$ cat config.mk
export PLATFORM = sky130hd
export DESIGN_NAME = amp_seq_ctrl
export DESIGN_NICKNAME = d
export VERILOG_FILES = /design/src/rtl/amp_seq_pkg.sv /design/src/rtl/amp_seq_timer.sv /design/src/rtl/amp_seq_ctrl.sv
export SDC_FILE = /design/constraint.sdc
export NUM_CORES = 1
export LEC_CHECK = 0
export ABC_CLOCK_PERIOD_IN_PS = 8510
export BUFFER_PORTS_ARGS = -buffer_cell sky130_fd_sc_hd__buf_2
export CORE_ASPECT_RATIO = 0.7
export CORE_MARGIN = 1.5
export CORE_UTILIZATION = 44
export DETAILED_ROUTE_END_ITERATION = 8
export PLACE_DENSITY = 0.73
export SYNTH_ARGS = -nofsm -noshare
export SYNTH_HDL_FRONTEND = slang
export SYNTH_SLANG_ARGS = --single-unit
$ cat constraint.sdc
create_clock -name clk_in -period 8.51 [get_ports clk_in]
set_input_delay 1.702 -clock clk_in [delete_from_list [all_inputs] [get_ports clk_in]]
set_output_delay 1.702 -clock clk_in [all_outputs]
set_load 0.01 [all_outputs]
$ cat src/rtl/amp_seq_pkg.sv
// -----------------------------------------------------------------------------
// amp_seq_pkg
//   Shared constants for the class-D amplifier power-up/fault sequencer.
//   The state codes are visible on amp_seq_ctrl.state_out, so they are fixed
//   numeric values rather than an enum. Firmware and debug tools depend on them.
// -----------------------------------------------------------------------------
package amp_seq_pkg;

    localparam int STATE_W = 4;

    localparam logic [STATE_W-1:0] ST_INIT        = 4'd0;
    localparam logic [STATE_W-1:0] ST_ENABLE      = 4'd1;
    localparam logic [STATE_W-1:0] ST_ENABLE_WAIT = 4'd2;
    localparam logic [STATE_W-1:0] ST_SEND_CFG    = 4'd3;
    localparam logic [STATE_W-1:0] ST_SETTLE      = 4'd4;
    localparam logic [STATE_W-1:0] ST_RUN         = 4'd5;
    localparam logic [STATE_W-1:0] ST_FAULT       = 4'd6;
    localparam logic [STATE_W-1:0] ST_BACKOFF     = 4'd7;
    localparam logic [STATE_W-1:0] ST_LOCKOUT     = 4'd8;

    // States in which every amp must be held disabled.
    function automatic logic is_disabled_state(input logic [STATE_W-1:0] st);
        return (st == ST_INIT) || (st == ST_FAULT) ||
               (st == ST_BACKOFF) || (st == ST_LOCKOUT);
    endfunction

endpackage

$ cat src/rtl/amp_seq_timer.sv
// -----------------------------------------------------------------------------
// amp_seq_timer
//   Loadable down-counter shared by all timed states of amp_seq_ctrl. Load it
//   with N-1 on state entry. expired_o then goes high in the N-th cycle of the
//   state. The counter holds at zero once it gets there.
//
//   Ports
//     clk_in      system clock
//     resetb      asynchronous active-low reset
//     load_i      load load_val_i on this edge; load takes priority over counting
//     load_val_i  value to load
//     value_o     current count
//     expired_o   count == 0
// -----------------------------------------------------------------------------
module amp_seq_timer #(
    parameter int TIMER_W = 16
) (
    input  logic               clk_in,
    input  logic               resetb,
    input  logic               load_i,
    input  logic [TIMER_W-1:0] load_val_i,
    output logic [TIMER_W-1:0] value_o,
    output logic               expired_o
);

    logic [TIMER_W-1:0] value_q;
    logic [TIMER_W-1:0] value_d;

    always_comb begin
        // NOTE: assign a default first so every path drives value_d;
        // otherwise the tool infers a latch.
        value_d = value_q;
        if (load_i) begin
            value_d = load_val_i;
        end else if (value_q != '0) begin
            value_d = value_q - TIMER_W'(1);
        end
    end

    // NOTE: state registers use non-blocking assignments. All flops then
    // sample pre-edge values and simulation matches the synthesised netlist.
    always_ff @(posedge clk_in or negedge resetb) begin
        if (!resetb) begin
            value_q <= '0;
        end else begin
            value_q <= value_d;
        end
    end

    assign value_o   = value_q;
    assign expired_o = (value_q == '0);

endmodule

$ cat src/rtl/amp_seq_ctrl.sv
// -----------------------------------------------------------------------------
// amp_seq_ctrl
//   Power-up and fault sequencer for NUM_AMPS class-D amplifiers.
//
//   Power-up order:
//     1. Enable the amps one after another, STAGGER_CYC cycles apart.
//     2. Wait ENABLE_WAIT_CYC cycles.
//     3. Request config and wait up to CFG_TIMEOUT_CYC cycles for cfg_done_in.
//     4. Settle for SETTLE_CYC cycles.
//     5. Run. Unmute once audio lock has been stable for LOCK_STABLE_CYC cycles.
//
//   Faults:
//     - A fault is either a synchronised amp error or a config timeout.
//     - A fault disables everything and waits BACKOFF_CYC cycles, then retries.
//     - The MAX_RETRY-th fault parks the block in LOCKOUT until reset.
//
//   Reset:
//     resetb is asserted asynchronously. Its release is expected to be
//     synchronised to clk_in upstream.
//
//   Outputs:
//     Every output comes straight from a flop. Output next-values are derived
//     from the next state, so they change on the same edge as the state.
//
//   Ports
//     clk_in           system clock
//     resetb           asynchronous active-low reset
//     audio_locked_in  audio path locked (clk_in domain)
//     nerror_in        per-amp fault, active-low, asynchronous
//     cfg_done_in      one-cycle "config complete" pulse
//     nenable_out      per-amp enable, active-low
//     nmute_out        mute, active-low (1 = playing)
//     send_config_out  config request level
//     fault_out        high in LOCKOUT
//     state_out        current state code (debug)
//     retry_cnt_out    faults seen since reset (saturating)
// -----------------------------------------------------------------------------
module amp_seq_ctrl
    import amp_seq_pkg::*;
#(
    parameter int NUM_AMPS        = 2,
    parameter int TIMER_W         = 16,
    parameter int STAGGER_CYC     = 4,
    parameter int ENABLE_WAIT_CYC = 8,
    parameter int CFG_TIMEOUT_CYC = 16,
    parameter int SETTLE_CYC      = 4,
    parameter int LOCK_STABLE_CYC = 3,
    parameter int BACKOFF_CYC     = 10,
    parameter int MAX_RETRY       = 2
) (
    input  logic                             clk_in,
    input  logic                             resetb,
    input  logic                             audio_locked_in,
    input  logic [NUM_AMPS-1:0]              nerror_in,
    input  logic                             cfg_done_in,
    output logic [NUM_AMPS-1:0]              nenable_out,
    output logic                             nmute_out,
    output logic                             send_config_out,
    output logic                             fault_out,
    output logic [STATE_W-1:0]               state_out,
    output logic [$clog2(MAX_RETRY+1)-1:0]   retry_cnt_out
);

    localparam int RETRY_W = $clog2(MAX_RETRY + 1);
    localparam int LOCK_W  = $clog2(LOCK_STABLE_CYC + 1);

    localparam logic [RETRY_W-1:0] RETRY_MAX = RETRY_W'(MAX_RETRY);
    localparam logic [LOCK_W-1:0]  LOCK_MAX  = LOCK_W'(LOCK_STABLE_CYC);

    // Timer load values (N-1). ENABLE must cover the whole stagger window:
    // it lasts (NUM_AMPS-1)*STAGGER_CYC + 1 cycles.
    localparam logic [TIMER_W-1:0] T_ENABLE  = TIMER_W'((NUM_AMPS - 1) * STAGGER_CYC);
    localparam logic [TIMER_W-1:0] T_EN_WAIT = TIMER_W'(ENABLE_WAIT_CYC - 1);
    localparam logic [TIMER_W-1:0] T_CFG     = TIMER_W'(CFG_TIMEOUT_CYC - 1);
    localparam logic [TIMER_W-1:0] T_SETTLE  = TIMER_W'(SETTLE_CYC - 1);
    localparam logic [TIMER_W-1:0] T_BACKOFF = TIMER_W'(BACKOFF_CYC - 1);

    logic [STATE_W-1:0]  state_q,    state_d;
    logic [NUM_AMPS-1:0] nenable_q,  nenable_d;
    logic                nmute_q,    nmute_d;
    logic                send_cfg_q, send_cfg_d;
    logic                fault_q,    fault_d;
    logic [RETRY_W-1:0]  retry_q,    retry_d;
    logic [LOCK_W-1:0]   lock_q,     lock_d;

    logic [NUM_AMPS-1:0] nerr_meta_q;
    logic [NUM_AMPS-1:0] nerr_sync_q;
    logic                err;

    logic                tmr_load;
    logic [TIMER_W-1:0]  tmr_load_val;
    logic [TIMER_W-1:0]  tmr_value;
    logic                tmr_expired;

    // -------------------------------------------------------------------------
    // Error synchroniser. The flops reset to 1 (no fault), so a reset never
    // produces a spurious err in the first cycles after release.
    // -------------------------------------------------------------------------
    always_ff @(posedge clk_in or negedge resetb) begin
        if (!resetb) begin
            nerr_meta_q <= '1;
            nerr_sync_q <= '1;
        end else begin
            nerr_meta_q <= nerror_in;
            nerr_sync_q <= nerr_meta_q;
        end
    end

    assign err = ~&nerr_sync_q;

    // -------------------------------------------------------------------------
    // Shared timer: reloaded on every state change, using the entered state.
    // -------------------------------------------------------------------------
    assign tmr_load = (state_d != state_q);

    always_comb begin
        tmr_load_val = '0;
        case (state_d)
            ST_ENABLE:      tmr_load_val = T_ENABLE;
            ST_ENABLE_WAIT: tmr_load_val = T_EN_WAIT;
            ST_SEND_CFG:    tmr_load_val = T_CFG;
            ST_SETTLE:      tmr_load_val = T_SETTLE;
            ST_BACKOFF:     tmr_load_val = T_BACKOFF;
            default:        tmr_load_val = '0;
        endcase
    end

    amp_seq_timer #(
        .TIMER_W (TIMER_W)
    ) u_timer (
        .clk_in     (clk_in),
        .resetb     (resetb),
        .load_i     (tmr_load),
        .load_val_i (tmr_load_val),
        .value_o    (tmr_value),
        .expired_o  (tmr_expired)
    );

    // -------------------------------------------------------------------------
    // Next-state logic. In SEND_CFG, err has top priority. After err,
    // cfg_done_in beats a timeout that expires in the same cycle.
    // -------------------------------------------------------------------------
    always_comb begin
        state_d = state_q;
        case (state_q)
            ST_INIT:        state_d = ST_ENABLE;
            ST_ENABLE:      if (tmr_expired) state_d = ST_ENABLE_WAIT;
            ST_ENABLE_WAIT: if (tmr_expired) state_d = ST_SEND_CFG;
            ST_SEND_CFG: begin
                if (err)              state_d = ST_FAULT;
                else if (cfg_done_in) state_d = ST_SETTLE;
                else if (tmr_expired) state_d = ST_FAULT;
            end
            ST_SETTLE: begin
                if (err)              state_d = ST_FAULT;
                else if (tmr_expired) state_d = ST_RUN;
            end
            ST_RUN:         if (err) state_d = ST_FAULT;
            // retry_q was already incremented on the edge that entered FAULT.
            ST_FAULT:       state_d = (retry_q == RETRY_MAX) ? ST_LOCKOUT : ST_BACKOFF;
            ST_BACKOFF:     if (tmr_expired) state_d = ST_INIT;
            ST_LOCKOUT:     state_d = ST_LOCKOUT;
            default:        state_d = ST_INIT;
        endcase
    end

    // -------------------------------------------------------------------------
    // Output next-values.
    // -------------------------------------------------------------------------
    always_comb begin
        nenable_d  = nenable_q;
        nmute_d    = 1'b0;
        send_cfg_d = 1'b0;
        fault_d    = 1'b0;
        retry_d    = retry_q;
        lock_d     = '0;

        // In ENABLE, cycle index k = T_ENABLE - timer. Amp i is released at
        // the end of cycle k = i*STAGGER_CYC. The last amp is released on the
        // same edge that leaves ENABLE.
        if (state_q == ST_ENABLE) begin
            for (int i = 0; i < NUM_AMPS; i++) begin
                if (tmr_value == TIMER_W'((NUM_AMPS - 1 - i) * STAGGER_CYC)) begin
                    nenable_d[i] = 1'b0;
                end
            end
        end

        if (is_disabled_state(state_d)) begin
            nenable_d = '1;
        end

        if ((state_d == ST_SEND_CFG) || (state_d == ST_SETTLE) || (state_d == ST_RUN)) begin
            send_cfg_d = 1'b1;
        end

        // The lock counter only runs while staying in RUN. It restarts from 0
        // on every RUN entry, and on any cycle with the lock low.
        if ((state_q == ST_RUN) && (state_d == ST_RUN)) begin
            if (!audio_locked_in) begin
                lock_d = '0;
            end else if (lock_q != LOCK_MAX) begin
                lock_d = lock_q + LOCK_W'(1);
            end else begin
                lock_d = lock_q;
            end
        end
        nmute_d = (state_d == ST_RUN) && (lock_d == LOCK_MAX);

        fault_d = (state_d == ST_LOCKOUT);

        if ((state_d == ST_FAULT) && (state_q != ST_FAULT) && (retry_q != RETRY_MAX)) begin
            retry_d = retry_q + RETRY_W'(1);
        end
    end

    always_ff @(posedge clk_in or negedge resetb) begin
        if (!resetb) begin
            state_q    <= ST_INIT;
            nenable_q  <= '1;
            nmute_q    <= 1'b0;
            send_cfg_q <= 1'b0;
            fault_q    <= 1'b0;
            retry_q    <= '0;
            lock_q     <= '0;
        end else begin
            state_q    <= state_d;
            nenable_q  <= nenable_d;
            nmute_q    <= nmute_d;
            send_cfg_q <= send_cfg_d;
            fault_q    <= fault_d;
            retry_q    <= retry_d;
            lock_q     <= lock_d;
        end
    end

    assign nenable_out     = nenable_q;
    assign nmute_out       = nmute_q;
    assign send_config_out = send_cfg_q;
    assign fault_out       = fault_q;
    assign state_out       = state_q;
    assign retry_cnt_out   = retry_q;

endmodule
==> qor.yml, run 1 <==
h-tree-depth: 2
fillCellCount: 367
cp_max_fo: 16
finalHoldViolations: 0
cts_buffer_depth: 2
end_kind: "register"
synth_edf_count: 0
min_from: "nerr_meta_q[0]$_DFF_PN1_"
p_leak_nw: 0.915
arrival_ns: 3.73
drt_first_iter_violations: 120
area_delta_synth_final_pct: 12.3
startpoint_type: "register"
ctsResizeCount: 0
period_share: 0.416
drv_cap: 0
ioPinCount: 17
clock_sinks: 33
crit_slowest_cell: "nor4_4"
synth_top_area_frac: 0.378
fp.dieH_um: 56.4
diodes: 0
rows: 19
ys_ff_latch: 33
finalWirelength_um: 3690
hpwl_um: 2570
yosys.area.top_type: "dfrtp_1"
insertion_delay_ns: 0.30
rr_endpoint: "u_timer.value_o[3]$_DFFE_PN0P_"
cts_hold_buf: 0
setup_viol: 0
period_needed_ns: 3.54
crit_family: "simple AND/OR/NAND/NOR gates"
cts_tree: "yes"
start_util: 0.459
worstPathCellList: "inv_1, ha_1, or3b_2, nor4_4, o32a_1, a21o_1, a22o_1, mux2_4"
fmax_mhz: 282
finalNonFillerCells: 248
firstDrtPassIters: 4
cts-buffers-inserted: 5
r2r_cells: 8
syn-num-nets: 187
syn_area_sq_um: 1790
io_buffers: 16
synthFlopType: "dfrtp_1"
grt_pass1_wl_um: 6190
rsz0062_at_grt: "no"
synth_area_leaders: "dfrtp_1 (38%), dfstp_2 (8.8%), nor2_1 (4.8%)"
overflow: 0
synth_seq_area_share: 0.466
nets: 203
worst_pin_slew_ns: 0.725
syn_area_per_cell_sq_um: 10.0
hold_path_end: "nerr_sync_q[0]$_DFF_PN1_"
ant_nets: 0
peakVddDrop_v: 0.000221
fin_util: 0.515
root_buffer: "clkbuf_8"
cp_data_required_time_ns: 8.70
synth.distinct_cells: 50
post_cts_buffers: 0
grt_start_max_net_pins: 34
drv_slew: 0
relSlewSlack: 0.516
synthCells: 179
rrSetupSlack_ns: 4.97
core_area_sq_um: 3900
die_w_um: 79.2
async_flop_share: 1.00
crit_type: "register to register"
hp-class: "register to register"
num_vias: 1370
drc: 0
place.gp.congestion: 0.853
placedCellCount: 240
fin_tns_setup_ns: 0
post_drt_wl_per_cell_um: 14.9
worst-path-buf-inv: 1
rr_startpoint: "u_timer.value_o[0]$_DFFE_PN0P_"
status: "completed"
fin_worst_skew_ns: 0.00560
power_density_nw_per_um2: 468
via_per_inst: 5.52
holdPathStages: 0
path_clk_slew_ns: 0.07
critical-path-max-stage-delay_ns: 0.62
yosysWarnings: 0
grt.total_usage: 0.188
drive_gt1_frac: 0.214
grt_antenna_before_repair: 0
dieArea_sq_um: 4460
grt_pass1_vias: 1245
## cells in the mapped netlist, types with 2 or more instances
library cell,n
or3_1,2
xor2_1,6
nor3_1,6
or2_2,2
nand2_1,11
mux2i_1,5
nand3_1,3
o32a_1,2
dfrtp_1,27
a22oi_1,2
nor4_1,3
xnor2_1,7
a21o_1,3
ha_1,2
and2_1,3
nor2_1,23
dfstp_2,6
buf_6,2
a22o_1,3
clkbuf_1,4
a21oi_1,10
or4_4,4
nand2b_1,5
or4_1,2
nand4_1,5
inv_1,7
## state kept, by name (all words and copies together), names as in the netlist
name and count:
u_timer.value_o 16, nerr_sync_q 2, lock_q 2, send_config_out 1
nerr_meta_q 2, nmute_out 1, nenable_out 2, state_out 4
fault_out 1, retry_cnt_out 2
## power by group
| group | total (mW) | leakage [nW] | internal, mW | switching, mW |
|---|---|---|---|---|
| clock | 0.158 | 0.0574 | 0.0952 | 0.0624 |
| sequential | 0.273 | 0.421 | 0.209 | 0.0641 |
| combinational | 0.511 | 0.436 | 0.220 | 0.291 |
## layer usage
metal / vias to the layer above / track usage / share of wire
met5: - / 0 / 0
met4: 0 / 0.0677 / 0.015
met2: 33 / 0.247 / 0.40
met1: 653 / 0.283 / 0.53
li1: 679 / - / -
met3: 5 / 0.0634 / 0.056
## placed cells by master, fill, tap and decap left out, types with 2 or more instances in the layout
| master | count |
|---|---|
| a21o_1 | 3 |
| a21oi_1 | 10 |
| a22o_1 | 3 |
| a22oi_1 | 2 |
| and2_1 | 3 |
| buf_2 | 16 |
| clkbuf_8 | 6 |
| dfrtp_1 | 27 |
| dfstp_2 | 6 |
| ha_1 | 2 |
| inv_1 | 7 |
| mux2i_1 | 5 |
| nand2_1 | 11 |
| nand2b_1 | 5 |
| nand3_1 | 3 |
| nand4_1 | 5 |
| nor2_1 | 23 |
| nor3_1 | 6 |
| nor4_1 | 3 |
| o32a_1 | 2 |
| or2_2 | 2 |
| or3_1 | 2 |
| or4_1 | 2 |
| or4_4 | 4 |
| xnor2_1 | 7 |
| xor2_1 | 6 |
## through the flow
| stage | area, sq um | worst slack (ns) | hold slack (ns) | total power [mW] |
|---|---|---|---|---|
| after floorplan | 1790 | 5.39 | 0.345 | 0.708 |
| after global placement | 1890 | 4.91 | 0.346 | 0.764 |
| after detailed placement | 1890 | 4.78 | 0.348 | 0.777 |
| after CTS | 2010 | 4.99 | 0.358 | 0.940 |
| after global routing | 2010 | 4.77 | 0.361 | 1.01 |
| final | 2010 | 4.97 | 0.357 | 0.941 |
## layout make-up
cell class | count | area [sq um] | share of cell area
clock buffer | 6 | 82.6 | 0.0411
clock inverter | 2 | 37.5 | 0.0187
inverter | 7 | 26.3 | 0.0131
multi-input combinational | 132 | 885 | 0.440
sequential | 33 | 833 | 0.415
tap | 52 | 65.1 | 0.0324
timing repair buffer | 16 | 80.1 | 0.0399
## kinds of logic (layout without fill, tap and decap cells)
group,Yosys count,count (layout),share of synthesized area
simple gates,76,76,0.239
buf+inv,14,31,0.0399
flops,33,33,0.466
xor+xnor,13,13,0.0636
mux,6,6,0.0364
compound gates,35,35,0.141
fa+ha+maj,2,2,0.0140
## how the worst max path moves through the flow
stage / start / endpoint / slack (ns) / depth (start not counted)
finish: u_timer.value_o[0]$_DFFE_PN0P_ / u_timer.value_o[3]$_DFFE_PN0P_ / 4.97 / 8
global route: u_timer.value_o[0]$_DFFE_PN0P_ / u_timer.value_o[3]$_DFFE_PN0P_ / 4.77 / 8
CTS: u_timer.value_o[0]$_DFFE_PN0P_ / u_timer.value_o[3]$_DFFE_PN0P_ / 4.99 / 8
detailed placement: cfg_done_in / u_timer.value_o[3]$_DFFE_PN0P_ / 4.78 / 7
global placement: cfg_done_in / u_timer.value_o[3]$_DFFE_PN0P_ / 4.91 / 7
floorplan: cfg_done_in / u_timer.value_o[3]$_DFFE_PN0P_ / 5.39 / 7
No activity file was read; power rests on OpenSTA's default activity.
==> inputs of run 2 (changes only) <==
Settings changed: ABC_CLOCK_PERIOD_IN_PS 8510 to 3100, PLACE_DENSITY 0.73 to 0.76.
Clock period 8.51 ns to 3.1 ns, I/O delays scaled along.
==> run 2 against run 1 <==
  * Final cell count rose by 0.81%
  * First-iteration DRC count fell by 20%
  * Clock power rose by 140%
  * Power rose to 2.8 times the previous value
  * Sequential share of layout area fell by 0.13 points
  * Sequential cell count did not move
  * Worst hold slack improved by 0.00068 ns
  * Combinational power rose to 2.9 times the previous value
  * Critical path depth did not move
  * Cell area rose by 0.31%
  * Register-to-register slack got worse by 4.7 ns
  * Die area did not move
  * Largest cell class unchanged
  * Largest power group unchanged
==> qor.yml, run 2 (synthesis results as in run 1) <==
status: "completed"
overflow: 0
period_share: 0.908
root_buffer: "clkbuf_8"
dieArea_sq_um: 4460
num_vias: 1376
drv_cap: 0
fin_tns_setup_ns: 0
fp.dieH_um: 56.4
die_w_um: 79.2
relSlewSlack: 0.523
period_needed_ns: 2.81
hpwl_um: 2690
clock_sinks: 33
place.gp.congestion: 0.849
hp-class: "register to register"
rr_startpoint: "u_timer.value_o[0]$_DFFE_PN0P_"
ant_nets: 0
start_util: 0.459
setup_viol: 0
drt_first_iter_violations: 96
total_power_mw: 2.60
cts_tree: "yes"
rrSetupSlack_ns: 0.29
drc: 0
grt_antenna_before_repair: 0
crit_type: "register to register"
diodes: 0
post-place-ws_ns: 0.312
drv_slew: 0
rows: 19
io_buffers: 16
via_per_inst: 5.50
cts-buffers-inserted: 5
fin_util: 0.517
fin_worst_skew_ns: 0.00257
cts_hold_buf: 0
grt_start_max_net_pins: 34
p_leak_nw: 0.926
arrival_ns: 3.00
finalWirelength_um: 3560
worst_pin_slew_ns: 0.715
area_delta_synth_final_pct: 12.7
final_common_cell: "dfrtp_1"
largest_register_ffs: 16
hold_path_end: "nerr_sync_q[0]$_DFF_PN1_"
post_cts_buffers: 0
place_area_sq_um: 1910
core_area_sq_um: 3900
r2r_cells: 8
end_kind: "register"
grt_pass1_vias: 1229
whs_ns: 0.358
power_density_nw_per_um2: 1290
rr_endpoint: "u_timer.value_o[3]$_DFFE_PN0P_"
post_drt_wl_per_cell_um: 14.2
finalNonFillerCells: 250
holdPathStages: 0
ctsResizeCount: 0
grt_pass1_wl_um: 5920
peakVddDrop_v: 0.000573
firstDrtPassIters: 4
cts_buffer_depth: 2
drive_gt1_frac: 0.222
finalHoldViolations: 0
ioPinCount: 17
fillCellCount: 367
path_clk_slew_ns: 0.06
grt.total_usage: 0.181
layout_setup_ws_ns: 0.286
rsz0062_at_grt: "no"
h-tree-depth: 2
nets: 206
startpoint_type: "register"
stdcell_area_sq_um: 2020
placedCellCount: 243
cp_max_fo: 7
insertion_delay_ns: 0.30
layout_common_cells: "dfrtp_1 (27), nor2_1 (23), buf_2 (16), nand2_1 (11), a21oi_1 (10)"
fmax_mhz: 355
min_from: "nerr_meta_q[0]$_DFF_PN1_"
cp_data_required_time_ns: 3.28
[run 2: cell types whose count changed in the layout (fill, tap and decap cells not counted)]
cell / delta
buf_4: +3
clkbuf_8: -1
clkinv_2: +1
clkinvlp_4: -1
[run 2: final cells by class]
| type | count | area [sq um] | area share |
|---|---|---|---|
| clock inverter | 2 | 35.0 | 0.0174 |
| inverter | 7 | 26.3 | 0.0130 |
| sequential | 33 | 833 | 0.413 |
| timing repair buffer | 19 | 103 | 0.0509 |
| clock buffer | 5 | 68.8 | 0.0341 |
| tap | 52 | 65.1 | 0.0323 |
| multi-input combinational | 132 | 885 | 0.439 |
[run 2: worst max path at each step]
stage	depth (start not counted)	slack [ns]	to	startpoint
floorplan	11	0.27	u_timer.value_o[3]$_DFFE_PN0P_	u_timer.value_o[0]$_DFFE_PN0P_
global placement	8	0.36	u_timer.value_o[3]$_DFFE_PN0P_	u_timer.value_o[0]$_DFFE_PN0P_
detailed placement	8	0.31	u_timer.value_o[3]$_DFFE_PN0P_	u_timer.value_o[0]$_DFFE_PN0P_
CTS	8	0.31	u_timer.value_o[3]$_DFFE_PN0P_	u_timer.value_o[0]$_DFFE_PN0P_
global route	9	0.11	u_timer.value_o[12]$_DFFE_PN0P_	u_timer.value_o[0]$_DFFE_PN0P_
finish	8	0.29	u_timer.value_o[3]$_DFFE_PN0P_	u_timer.value_o[0]$_DFFE_PN0P_
[run 2: power breakdown]
group          total, mW  switching (mW)  internal [mW]
logic               1.48           0.827          0.653
registers          0.734           0.158          0.576
clock network      0.386           0.153          0.233
total               2.60            1.14           1.46
[run 2: routing by layer]
| layer | part of all wire | vias up | track usage |
|---|---|---|---|
| met1 | 0.50 | 641 | 0.262 |
| li1 | - | 684 | - |
| met4 | 0.023 | 0 | 0.0977 |
| met2 | 0.40 | 43 | 0.237 |
| met5 | 0 | - | 0 |
| met3 | 0.069 | 8 | 0.0585 |
[run 2: worst max-delay path, stage by stage, from the launching register on]
cell and delay [ns]:
dfrtp_1 0.38, inv_1 0.10, ha_1 0.21, or3b_2 0.54, nor4_4 0.33, mux2i_1 0.29, o221ai_1 0.17, a22o_1 0.35
mux2_4 0.32
